## src/rtl/sub_pkg.sv

```systemverilog
// Shared types and helpers for the serial subtractor datapath.
package sub_pkg;

    typedef enum logic [1:0] {
        IDLE,
        RUN,
        DONE
    } state_t;

    // The counter must hold every value 0..steps.
    function automatic int cnt_width(input int steps);
        return $clog2(steps + 1);
    endfunction

endpackage

```

## src/rtl/sub_digit.sv

```systemverilog
// DIGIT-bit combinational ripple subtract slice: {bout, diff} = a - b - bin.
module sub_digit #(
    parameter int DIGIT = 2
) (
    input  logic [DIGIT-1:0] a,
    input  logic [DIGIT-1:0] b,
    input  logic             bin,
    output logic [DIGIT-1:0] diff,
    output logic             bout
);

    always_comb begin
        logic br;
        br   = bin;
        diff = '0;
        for (int unsigned i = 0; i < DIGIT; i++) begin
            diff[i] = a[i] ^ b[i] ^ br;
            br      = (~a[i] & b[i]) | (~(a[i] ^ b[i]) & br);
        end
        bout = br;
    end

endmodule

```

## src/rtl/serial_subtractor.sv

```systemverilog
// Multi-cycle subtractor: DIFF = A - B - BIN, DIGIT bits per clock, borrow carried
// between cycles in a register; valid/ready handshake on both sides.
module serial_subtractor
    import sub_pkg::*;
#(
    parameter int WIDTH = 8,
    parameter int DIGIT = 2
) (
    input  logic             clk,
    input  logic             rst,
    input  logic             in_valid,
    output logic             in_ready,
    input  logic [WIDTH-1:0] a,
    input  logic [WIDTH-1:0] b,
    input  logic             bin,
    input  logic             signed_mode,
    output logic             out_valid,
    input  logic             out_ready,
    output logic [WIDTH-1:0] diff,
    output logic             borrow,
    output logic             ovf
);

    localparam int STEPS = (DIGIT > 0) ? WIDTH / DIGIT : 1;
    localparam int CW    = cnt_width(STEPS);

    if (DIGIT <= 0 || DIGIT > WIDTH || ((DIGIT > 0) ? (WIDTH % DIGIT) : 1) != 0) begin : g_bad_params
        $error("serial_subtractor: WIDTH must be a non-zero multiple of DIGIT");
    end

    state_t           state;
    logic [WIDTH-1:0] sa;
    logic [WIDTH-1:0] sb;
    logic             brw;
    logic             a_msb;
    logic             ovf_cand;
    logic [CW-1:0]    cnt;
    logic [DIGIT-1:0] sd;
    logic             sbout;
    logic             accept;

    sub_digit #(.DIGIT(DIGIT)) u_digit (
        .a    (sa[DIGIT-1:0]),
        .b    (sb[DIGIT-1:0]),
        .bin  (brw),
        .diff (sd),
        .bout (sbout)
    );

    assign in_ready = (state == IDLE) || (state == DONE && out_ready);
    assign accept   = in_valid && in_ready;

    always_ff @(posedge clk or posedge rst) begin
        if (rst) begin
            state     <= IDLE;
            sa        <= '0;
            sb        <= '0;
            brw       <= 1'b0;
            a_msb     <= 1'b0;
            ovf_cand  <= 1'b0;
            cnt       <= '0;
            out_valid <= 1'b0;
            diff      <= '0;
            borrow    <= 1'b0;
            ovf       <= 1'b0;
        end else if (accept) begin
            // Covers both the idle start and the back-to-back start from DONE.
            state     <= RUN;
            sa        <= a;
            sb        <= b;
            brw       <= bin;
            a_msb     <= a[WIDTH-1];
            ovf_cand  <= signed_mode && (a[WIDTH-1] != b[WIDTH-1]);
            cnt       <= '0;
            out_valid <= 1'b0;
            borrow    <= 1'b0;
            ovf       <= 1'b0;
        end else begin
            case (state)
                RUN: begin
                    sa   <= sa >> DIGIT;
                    sb   <= sb >> DIGIT;
                    diff <= (WIDTH'(sd) << (WIDTH - DIGIT)) | (diff >> DIGIT);
                    brw  <= sbout;
                    cnt  <= cnt + CW'(1);
                    if (cnt == CW'(STEPS - 1)) begin
                        // The slice output on the last step is the final diff MSB.
                        state     <= DONE;
                        out_valid <= 1'b1;
                        borrow    <= sbout;
                        ovf       <= ovf_cand && (sd[DIGIT-1] != a_msb);
                    end
                end
                DONE: begin
                    if (out_ready) begin
                        state     <= IDLE;
                        out_valid <= 1'b0;
                    end
                end
                default: ;
            endcase
        end
    end

endmodule

```

## config.mk

```make
export PLATFORM = sky130hd
export DESIGN_NAME = serial_subtractor
export DESIGN_NICKNAME = d
export VERILOG_FILES = /design/src/rtl/sub_pkg.sv /design/src/rtl/sub_digit.sv /design/src/rtl/serial_subtractor.sv
export SDC_FILE = /design/constraint.sdc
export NUM_CORES = 1
export LEC_CHECK = 0
export ABC_AREA = 1
export ABC_CLOCK_PERIOD_IN_PS = 3830
export BUFFER_PORTS_ARGS = -buffer_cell sky130_fd_sc_hd__clkbuf_2
export CORE_UTILIZATION = 46
export CTS_CLUSTER_DIAMETER = 50
export CTS_CLUSTER_SIZE = 30
export DETAILED_ROUTE_END_ITERATION = 7
export HOLD_SLACK_MARGIN = 0.08
export PLACE_DENSITY = 0.75
export SLEW_MARGIN = 20
export SYNTH_ARGS = -nofsm -noshare
export SYNTH_HDL_FRONTEND = slang
export SYNTH_HIERARCHICAL = 1
export SYNTH_SLANG_ARGS = --single-unit
```

## constraint.sdc

```tcl
create_clock -name clk -period 3.83 [get_ports clk]
set_input_delay 0.1915 -clock clk [delete_from_list [all_inputs] [get_ports clk]]
set_output_delay 0.1915 -clock clk [all_outputs]
set_load 0.1 [all_outputs]
```

After elaboration in Yosys (flattened, before gate mapping). Index checks and enable logic that the tools add are counted. W data, S select, Z words.

Register bits after elaboration: 35. Input bits: 22. Output and inout bits: 12. Logic and storage cells: 69.

Add/sub/neg operators: 1. Equal/unequal tests: 7. Multiplexer cells: 22. Bitwise logic cells: 16. Reduce and logical (&&, ||, !) cells: 12.

Operator list (count): $mux W8 (4); $mux W1 (11); $or A8 B6 Y8 (1); $mux W2 (3); $mux W3 (2); $ne A3 B3 Y1 const B (2); $not A1 Y1 (5); $and A1 B1 Y1 (4); $logic_and A1 B1 Y1 (4); $pmux W2 S2 (1); $reduce_and A2 Y1 (2); $reduce_bool A2 Y1 (2); $xor A1 B1 Y1 (4); $add A3 B1 Y3 const B (1); $eq A3 B2 Y1 const B (1); $reduce_and A3 Y1 (1); $reduce_bool A3 Y1 (1); $eq A2 B1 Y1 const B (1); $eq A2 B2 Y1 const B (1); $logic_not A2 Y1 (1); $ne A1 B1 Y1 (2); $or A1 B1 Y1 (2); $pmux W1 S2 (1); $logic_or A1 B1 Y1 (1).

Depth between registers and ports, before layout. Gate-level depths: netlist of run 1.

Depth after elaboration: 10. Depth in mapped cells: 8. Mapped depth without buffers: 7.

Cells and area by module. Netlist of run 1, hierarchy kept.

By module, submodules not included: serial_subtractor (instances 1, cells an instance 175, area each 1487.7 sq um, seq. area each 850.8 sq um); sub_digit (instances 1, cells an instance 7, area each 58.8 sq um, seq. area each 0.0 sq um).

Worst setup path after synthesis of run 1. No wires, ideal clock.

Kind: reg-to-output. Start point: reg state[1]. End point: out in_ready. Data arrival time: 2455 ps. Required time: 3638 ps. Slack: 1183 ps. Cell stages (with the launch flop): 2. Buffers on the path: 0. Cell sequence: dfrtp_1 > a21oi_1.

Cells in the longest elaborated chain, start to end: 3. Elaborated cells between the ends (all ways): 4. Classes of those cells: eq/ne: 1; reduce/logical: 3.

RTL lines: start: declaration (line serial_subtractor.sv:31) `state_t state;`; start signal: assignment (line serial_subtractor.sv:55) `state <= IDLE;`; start signal: assignment (line serial_subtractor.sv:68) `state <= RUN;`; start signal: assignment (line serial_subtractor.sv:88) `state <= DONE;`; $eq A2 B2 Y1 (line serial_subtractor.sv:50) `assign in_ready = (state == IDLE) || (state == DONE && out_ready);`; $logic_and A1 B1 Y1 (line serial_subtractor.sv:50); $logic_or A1 B1 Y1 (*) (line serial_subtractor.sv:50); end: declaration (line serial_subtractor.sv:12) `output logic in_ready,`.

Every way passes the cells marked *; elsewhere a longest branch is shown, timed or not.

Worst setup path in the final report of run 1.
Start point: reg sa[0]. End point: reg ovf.

Cells in the longest elaborated chain, start to end: 10. Elaborated cells between the ends (all ways): 12. Classes of those cells: eq/ne: 1; mux: 3; bitwise: 7; reduce/logical: 1.

RTL lines: start: declaration (line serial_subtractor.sv:32) `logic [WIDTH-1:0] sa;`; start signal: assignment (line serial_subtractor.sv:81) `sa <= sa >> DIGIT;`; $xor A1 B1 Y1 (line sub_digit.sv:18) `br = (~a[i] & b[i]) | (~(a[i] ^ b[i]) & br);`; $not A1 Y1 (line sub_digit.sv:18); $and A1 B1 Y1 (line sub_digit.sv:18); $or A1 B1 Y1 (*) (line sub_digit.sv:18); $xor A1 B1 Y1 (*) (line sub_digit.sv:17) `diff[i] = a[i] ^ b[i] ^ br;`; net sd[1] (line serial_subtractor.sv:38) `logic [DIGIT-1:0] sd;`; $ne A1 B1 Y1 (*) (line serial_subtractor.sv:91) `ovf <= ovf_cand && (sd[DIGIT-1] != a_msb);`; $logic_and A1 B1 Y1 (*) (line serial_subtractor.sv:91); $mux W1 (*) (line serial_subtractor.sv:86) `if (cnt == CW'(STEPS - 1)) begin`; $mux W1 (*) (line serial_subtractor.sv:79) `case (state)`; $mux W1 (*) (line serial_subtractor.sv:66) `end else if (accept) begin`; end signal: assignment (line serial_subtractor.sv:91); end: declaration (line serial_subtractor.sv:21) `output logic ovf`.

Mark *: on every way through the listed nets, which the timed path passes. The rest lies on a longest branch. The select of a mux whose other input is x is not followed. A chain may end at the register's enable or synchronous reset.

==> flow_results.xml, run 1 <==
<?xml version="1.0" encoding="UTF-8"?>
<metrics>
  <group name="run_status">
    <metric name="outcome" unit="">complete, no violations</metric>
  </group>
  <group name="cells_and_area">
    <metric name="nets" unit="">260</metric>
    <metric name="area_growth" unit="%">26.78</metric>
    <metric name="antennaDiodeCount" unit="">0</metric>
    <metric name="drive_gt1_share" unit="%">21.28</metric>
  </group>
  <group name="sta">
    <metric name="finalClockSkew" unit="ns">0.009636</metric>
    <metric name="final.setup.tns" unit="ns">0</metric>
    <metric name="rsz_0062_raised_after_global_routing" unit="">false</metric>
    <metric name="finalCriticalPeriod" unit="ns">1.901</metric>
    <metric name="max-slew-margin-rel" unit="%">63.85</metric>
    <metric name="postLayoutSetupSlackWorst" unit="ns">1.929</metric>
    <metric name="timing_worst_slew_pin_value" unit="ns">0.5410</metric>
    <metric name="final_hold_viol_count" unit="">0</metric>
    <metric name="setup_viol_count_final" unit="">0</metric>
    <metric name="timing.final.crit_share" unit="%">49.63</metric>
    <metric name="peak_clock_frequency_supported_by_timing" unit="MHz">526.1</metric>
    <metric name="drv_slew" unit="">0</metric>
  </group>
  <group name="synthesis">
    <metric name="synth_area_in_compound_gates" unit="%">3.722</metric>
    <metric name="combined_area_of_all_synthesized_cells" unit="um2">1546</metric>
    <metric name="synth_seq_cells" unit="">34</metric>
    <metric name="synth_area_per_cell" unit="um2">8.497</metric>
    <metric name="post-synth-top-area-fraction" unit="%">55.02</metric>
    <metric name="synth_fp_nets" unit="">208</metric>
    <metric name="synth-adder-area-share" unit="%">4.207</metric>
    <metric name="post_synth_mux_area_share" unit="%">0</metric>
    <metric name="synthXorXnorAreaFrac" unit="%">0.5663</metric>
    <metric name="combinational_family_with_the_most_area_after_synthesis" unit="">simple AND/OR/NAND/NOR gates</metric>
    <metric name="ys_top_cells_by_area" unit="">dfrtp_1 (55%), nand2_1 (19%), nand3_1 (6.1%), inv_1 (3.9%), o21ai_0 (2.9%)</metric>
    <metric name="synthCells" unit="">182</metric>
    <metric name="yosysSeqAreaShare" unit="%">55.02</metric>
    <metric name="synth-simple-area-share" unit="%">29.05</metric>
    <metric name="synthDistinctLibCells" unit="">19</metric>
    <metric name="synth.yosys.warnings" unit="">6</metric>
    <metric name="synth_top_area_cell" unit="">dfrtp_1</metric>
  </group>
  <group name="flow_run">
    <metric name="cap_viol_max_count" unit="">0</metric>
  </group>
  <group name="global_route">
    <metric name="grtUsageTotal" unit="%">19.31</metric>
    <metric name="largest_net_degree_at_the_start_of_global_routing" unit="">35</metric>
    <metric name="grt_pass1_vias" unit="">1214</metric>
    <metric name="grt_first_pass_wirelength" unit="um">5016</metric>
    <metric name="grt_antenna_before_repair" unit="">0</metric>
    <metric name="grt.overflow.total" unit="">0</metric>
  </group>
  <group name="clock_network">
    <metric name="total_cts_buffers" unit="">5</metric>
    <metric name="tritoncts_clock_tree" unit="">built</metric>
    <metric name="cts_num_sinks" unit="">34</metric>
    <metric name="ctsResizeCount" unit="">0</metric>
    <metric name="htree_levels" unit="">2</metric>
    <metric name="clk_pin_slew_worst_paths" unit="ns">0.11</metric>
    <metric name="clock_tree.buffer_depth" unit="">2</metric>
    <metric name="clk-insertion-delay-late" unit="ns">0.34</metric>
    <metric name="ctsRootBufferMaster" unit="">clkbuf_4</metric>
  </group>
  <group name="critical_path">
    <metric name="arrival" unit="ns">2.12</metric>
    <metric name="crit_path_max_incr_delay" unit="ns">0.44</metric>
    <metric name="critical_path.cell_chain" unit="">inv_1, fa_1, inv_1, fa_1, or2_2, nand3_1, o21ai_0</metric>
    <metric name="timing.critical_path.fanout_max" unit="">3</metric>
    <metric name="cp_slowest_cell" unit="">fa_1</metric>
    <metric name="cp_data_required_time" unit="ns">4.05</metric>
    <metric name="end_kind" unit="">register</metric>
    <metric name="worst-setup-path-type" unit="">register to register</metric>
    <metric name="critPathLaunchType" unit="">register</metric>
  </group>
  <group name="worst_hold_path">
    <metric name="hold_path.class" unit="">primary input to register</metric>
  </group>
  <group name="place">
    <metric name="buffer_ports.inserted" unit="">33</metric>
    <metric name="dp_hpwl" unit="um">1981</metric>
    <metric name="detailedPlace.worstSlack" unit="ns">1.931</metric>
    <metric name="gp_congestion" unit="">0.7499</metric>
  </group>
  <group name="floorplan">
    <metric name="dieWidth" unit="um">59.98</metric>
    <metric name="initial_core_util" unit="%">49.44</metric>
    <metric name="std_cell_rows" unit="">20</metric>
    <metric name="dieHeight" unit="um">59.98</metric>
    <metric name="boundaryPins" unit="">34</metric>
    <metric name="fp.coreArea" unit="um2">3128</metric>
    <metric name="dieArea" unit="um2">3598</metric>
  </group>
  <group name="drt">
    <metric name="detail-route-antenna-nets" unit="">0</metric>
    <metric name="post_drt_via_cell_ratio" unit="">4.695</metric>
    <metric name="detailedRoute.firstPassIterationCount" unit="">4</metric>
    <metric name="drt_iter0_markers" unit="">24</metric>
    <metric name="wire_per_inst" unit="um">10.44</metric>
    <metric name="drt_wl_total" unit="um">2912</metric>
    <metric name="num_vias" unit="">1310</metric>
    <metric name="drc" unit="">0</metric>
  </group>
</metrics>
==> routing by layer <==
| layer | vias to the layer above | track usage [%] | share of wire (%) |
|---|---|---|---|
| li1 | 663 | - | - |
| met1 | 613 | 21.76 | 44 |
| met2 | 32 | 35.24 | 51 |
| met3 | 2 | 5.844 | 4.5 |
| met4 | 0 | 4.983 | 0.86 |
| met5 | - | 0 | 0 |
==> path summary, 6_finish.rpt <==
check / start / to / slack, ns / cells past startpoint
max in group asynchronous: rst / diff[6] / 3.06 / 4
setup / recovery: sa[0] / ovf / 1.93 / 7
hold / removal: signed_mode / ovf_cand / 0.1 / 3
min in group asynchronous: rst / brw / 0.47 / 4
hold reg to reg: diff[1] / diff[1] / 0.49 / 2
setup reg to reg: sa[0] / ovf / 1.93 / 7
==> Yosys cell counts <==
library cell and number:
buf_2 3, nor2_1 4, nand3_2 1, o21a_1 1
fa_1 2, nand2_1 80, inv_4 1, buf_6 2
inv_1 16, a21oi_1 1, or2_2 1, nand2_4 1
dfrtp_1 34, nand3_1 19, ha_1 2, inv_2 3
xnor2_1 1, o21ai_0 9, nor2_4 1
==> cell usage in the layout (no fill, tap or decap) <==
cell,count
clkbuf_8,1
clkinvlp_4,1
dlygate4sd3_1,16
o21ai_0,9
clkbuf_4,5
a21oi_1,1
clkinv_2,1
inv_4,1
ha_1,2
o21a_1,1
buf_4,1
nand2_1,80
xnor2_1,1
fa_1,2
inv_1,16
nand2_4,1
clkbuf_2,33
nor2_4,1
nor2_1,4
nand3_1,19
dfrtp_1,34
or2_2,1
nand3_2,1
inv_2,3
==> state kept, by name, indices dropped and copies added (netlist names) <==
register,count
a_msb,1
borrow,1
brw,1
cnt,3
diff,8
ovf,1
ovf_cand,1
sa,8
sb,8
state,2
==> critical path, delay by kind of cell, from the launching register on <==
| kind | cells | cell delay, ns |
|---|---|---|
| simple gates | 2 | 0.35 |
| flops | 1 | 0.36 |
| buf+inv | 2 | 0.14 |
| compound gates | 1 | 0.08 |
| fa+ha+maj | 2 | 0.86 |
==> logic make-up (layout without fill, tap and decap cells) <==
logic type               count (synthesis)  in the layout
AND/OR/NAND/NOR                        107            107
flip-flops                              34             34
buffers and inverters                   25             78
AO/OA/AOI/OAI                           11             11
adder cells (fa/ha/maj)                  4              4
XOR/XNOR                                 1              1
==> what timing repair did <==
action                                 CTS  global route
endpoints found under the hold margin   48             1
hold buffers                            15             1
setup endpoints to repair                0             0
buffers inserted                         0             0
==> per-stage QoR <==
step | util [%] | instances | hold slack, ns | cell area (um2)
finish | 62.68 | 279 | 0.09872 | 1961
floorplan | - | 182 | 0.3081 | 1546
global route | 62.68 | 279 | 0.09186 | 1961
global placement | 55.52 | 255 | 0.2870 | 1737
CTS | 62.36 | 278 | 0.08459 | 1951
detailed placement | 55.52 | 255 | 0.2919 | 1737
==> layout make-up <==
class                   instances  area, um2
clock inverters                 2      12.51
multi-input cells             123      580.6
well taps                      44      55.05
repair buffers                 50      332.8
flip-flops and latches         34      850.8
fillers                       288       1167
clock buffers                   6      51.30
inverters                      20      77.57
Power of run 1 is left out: the tool's default activity adds up to more than one toggle a clock period on the data nets, which glitch-free logic cannot reach.
==> inputs of run 2 (changes only) <==
- ABC_CLOCK_PERIOD_IN_PS: 3830 -> 1810
- clock period: 3.83 -> 1.81 ns (I/O delays scaled with it)
==> run 2 against run 1 <==
Critical path depth is the same; highest routed layer unchanged; setup slack lost 1.9 ns; non-clock buffer count grew 7; global-route usage grew 0.70 points; sequential cell count is the same; die area is the same; first-iteration DRC count grew 58%; maximum frequency grew 9.6%; via count grew 2.1%.
==> flow_results.xml, run 2 (same netlist as run 1, synthesis figures left out) <==
<?xml version="1.0" encoding="UTF-8"?>
<metrics>
  <group name="worst_hold_path">
    <metric name="worst_hold_path.num_cells" unit="">3</metric>
    <metric name="hold_path.class" unit="">primary input to register</metric>
  </group>
  <group name="drt">
    <metric name="post_drt_via_cell_ratio" unit="">4.678</metric>
    <metric name="detail-route-antenna-nets" unit="">0</metric>
    <metric name="detailedRoute.firstPassIterationCount" unit="">4</metric>
    <metric name="wire_per_inst" unit="um">10.32</metric>
    <metric name="drt_iter0_markers" unit="">38</metric>
    <metric name="drc" unit="">0</metric>
    <metric name="num_vias" unit="">1338</metric>
    <metric name="drt_wl_total" unit="um">2952</metric>
  </group>
  <group name="cells_and_area">
    <metric name="layout.cells.most_common" unit="">nand2_1</metric>
    <metric name="most-common-layout-cells" unit="">nand2_1 (79), dfrtp_1 (34), clkbuf_2 (33)</metric>
    <metric name="nets" unit="">267</metric>
    <metric name="design_area" unit="um2">2061</metric>
    <metric name="antennaDiodeCount" unit="">0</metric>
    <metric name="finalCoreUtilization" unit="%">65.88</metric>
    <metric name="drive_gt1_share" unit="%">24.38</metric>
    <metric name="area_growth" unit="%">33.25</metric>
    <metric name="reg_top3" unit="">diff x8, sa x8, sb x8</metric>
  </group>
  <group name="sta">
    <metric name="finalCriticalPeriod" unit="ns">1.734</metric>
    <metric name="peak_clock_frequency_supported_by_timing" unit="MHz">576.6</metric>
    <metric name="setup_viol_count_final" unit="">0</metric>
    <metric name="max-slew-margin-rel" unit="%">63.91</metric>
    <metric name="rsz_0062_raised_after_global_routing" unit="">true</metric>
    <metric name="timing_worst_slew_pin_value" unit="ns">0.5436</metric>
    <metric name="final_hold_viol_count" unit="">0</metric>
    <metric name="timing.final.crit_share" unit="%">95.82</metric>
    <metric name="final.setup.tns" unit="ns">0</metric>
    <metric name="drv_slew" unit="">0</metric>
    <metric name="finalClockSkew" unit="ns">0.008169</metric>
  </group>
  <group name="global_route">
    <metric name="grt.busiest_layer" unit="">met2</metric>
    <metric name="grt.overflow.total" unit="">0</metric>
    <metric name="met3_usage_grt" unit="%">5.411</metric>
    <metric name="grt_first_pass_wirelength" unit="um">5106</metric>
    <metric name="globalRouteMet2Util" unit="%">33.65</metric>
    <metric name="grt_pass1_vias" unit="">1227</metric>
    <metric name="grtUsageTotal" unit="%">20.02</metric>
    <metric name="grt_antenna_before_repair" unit="">0</metric>
    <metric name="met1_demand_to_capacity_share_in_global_routing" unit="%">23.48</metric>
    <metric name="largest_net_degree_at_the_start_of_global_routing" unit="">35</metric>
  </group>
  <group name="floorplan">
    <metric name="initial_core_util" unit="%">49.44</metric>
    <metric name="dieWidth" unit="um">59.98</metric>
    <metric name="std_cell_rows" unit="">20</metric>
    <metric name="dieArea" unit="um2">3598</metric>
    <metric name="boundaryPins" unit="">34</metric>
    <metric name="dieHeight" unit="um">59.98</metric>
    <metric name="fp.coreArea" unit="um2">3128</metric>
  </group>
  <group name="critical_path">
    <metric name="critPathLaunchType" unit="">register</metric>
    <metric name="cp_data_required_time" unit="ns">2.04</metric>
    <metric name="r2r_cells" unit="">7</metric>
    <metric name="timing.critical_path.fanout_max" unit="">2</metric>
    <metric name="worst-setup-path-type" unit="">register to register</metric>
    <metric name="arrival" unit="ns">1.96</metric>
    <metric name="end_kind" unit="">register</metric>
  </group>
  <group name="clock_network">
    <metric name="total_cts_buffers" unit="">5</metric>
    <metric name="ctsRootBufferMaster" unit="">clkbuf_4</metric>
    <metric name="clk_pin_slew_worst_paths" unit="ns">0.11</metric>
    <metric name="htree_levels" unit="">2</metric>
    <metric name="cts_num_sinks" unit="">34</metric>
    <metric name="clock_tree.buffer_depth" unit="">2</metric>
    <metric name="tritoncts_clock_tree" unit="">built</metric>
    <metric name="clk-insertion-delay-late" unit="ns">0.34</metric>
  </group>
  <group name="place">
    <metric name="buffer_ports.inserted" unit="">33</metric>
    <metric name="placed_area" unit="um2">1763</metric>
    <metric name="gp_congestion" unit="">0.7154</metric>
    <metric name="dp_hpwl" unit="um">1978</metric>
  </group>
  <group name="run_status">
    <metric name="outcome" unit="">complete, no violations</metric>
  </group>
  <group name="flow_run">
    <metric name="cap_viol_max_count" unit="">0</metric>
  </group>
</metrics>
[run 2: cell types whose count changed in the layout (fill, tap and decap cells not counted), sizes merged]
cell | before | now
clkbuf | 39 | 38
buf | 1 | 4
clkinv | 1 | 2
clkinvlp | 1 | 0
bufinv | 0 | 1
dlygate4sd3 | 16 | 20
[run 2: routing by layer]
metal	wire length [um]	part of all wire, %
met1	1362	46
met2	1430	48
met3	98	3.3
met4	60	2.0
met5	0	0
[run 2: critical path, stage by stage, from the launching register on]
cell     delay [ns]
dfrtp_1        0.37
inv_2          0.05
fa_2           0.38
inv_2          0.06
fa_1           0.42
or2_4          0.24
nand3_2        0.05
o21ai_1        0.05
[run 2: stage by stage]
step | setup slack [ns] | instances | hold WS [ns]
finish | 0.07560 | 286 | 0.1605
detailed placement | -0.02319 | 257 | 0.1834
global route | -0.01016 | 286 | 0.1847
floorplan | -0.03412 | 182 | 0.2071
global placement | 0.009824 | 257 | 0.1873
CTS | 0.02356 | 285 | 0.1527
[run 2: timing repair]
action | in CTS | in global routing
setup endpoints to repair | 1 | 2
gates resized for setup | 3 | 4
pin swaps | 2 | 2
hold buffers | 20 | 0
hold endpoints to repair | 53 | 0
buffers inserted | 0 | 1
[run 2: area by class of cell]
class	instances	area, um2
Fill cell	273	1067
Sequential cell	34	850.8
Multi-Input combinational cell	123	604.3
Timing Repair Buffer	57	395.4
Inverter	20	77.57
Tap cell	44	55.05
Clock inverter	3	40.04
Clock buffer	5	37.54
[run 2: final timing paths]
path	endpoint	start	slack, ns
max	ovf	sa[0]	0.08
min	state[0]	in_valid	0.16
max reg2reg	ovf	sa[0]	0.08
min reg2reg	diff[1]	diff[1]	0.48
max in group asynchronous	diff[0]	rst	1.15
min in group asynchronous	a_msb	rst	0.36
Power of run 2 is left out for the same reason.
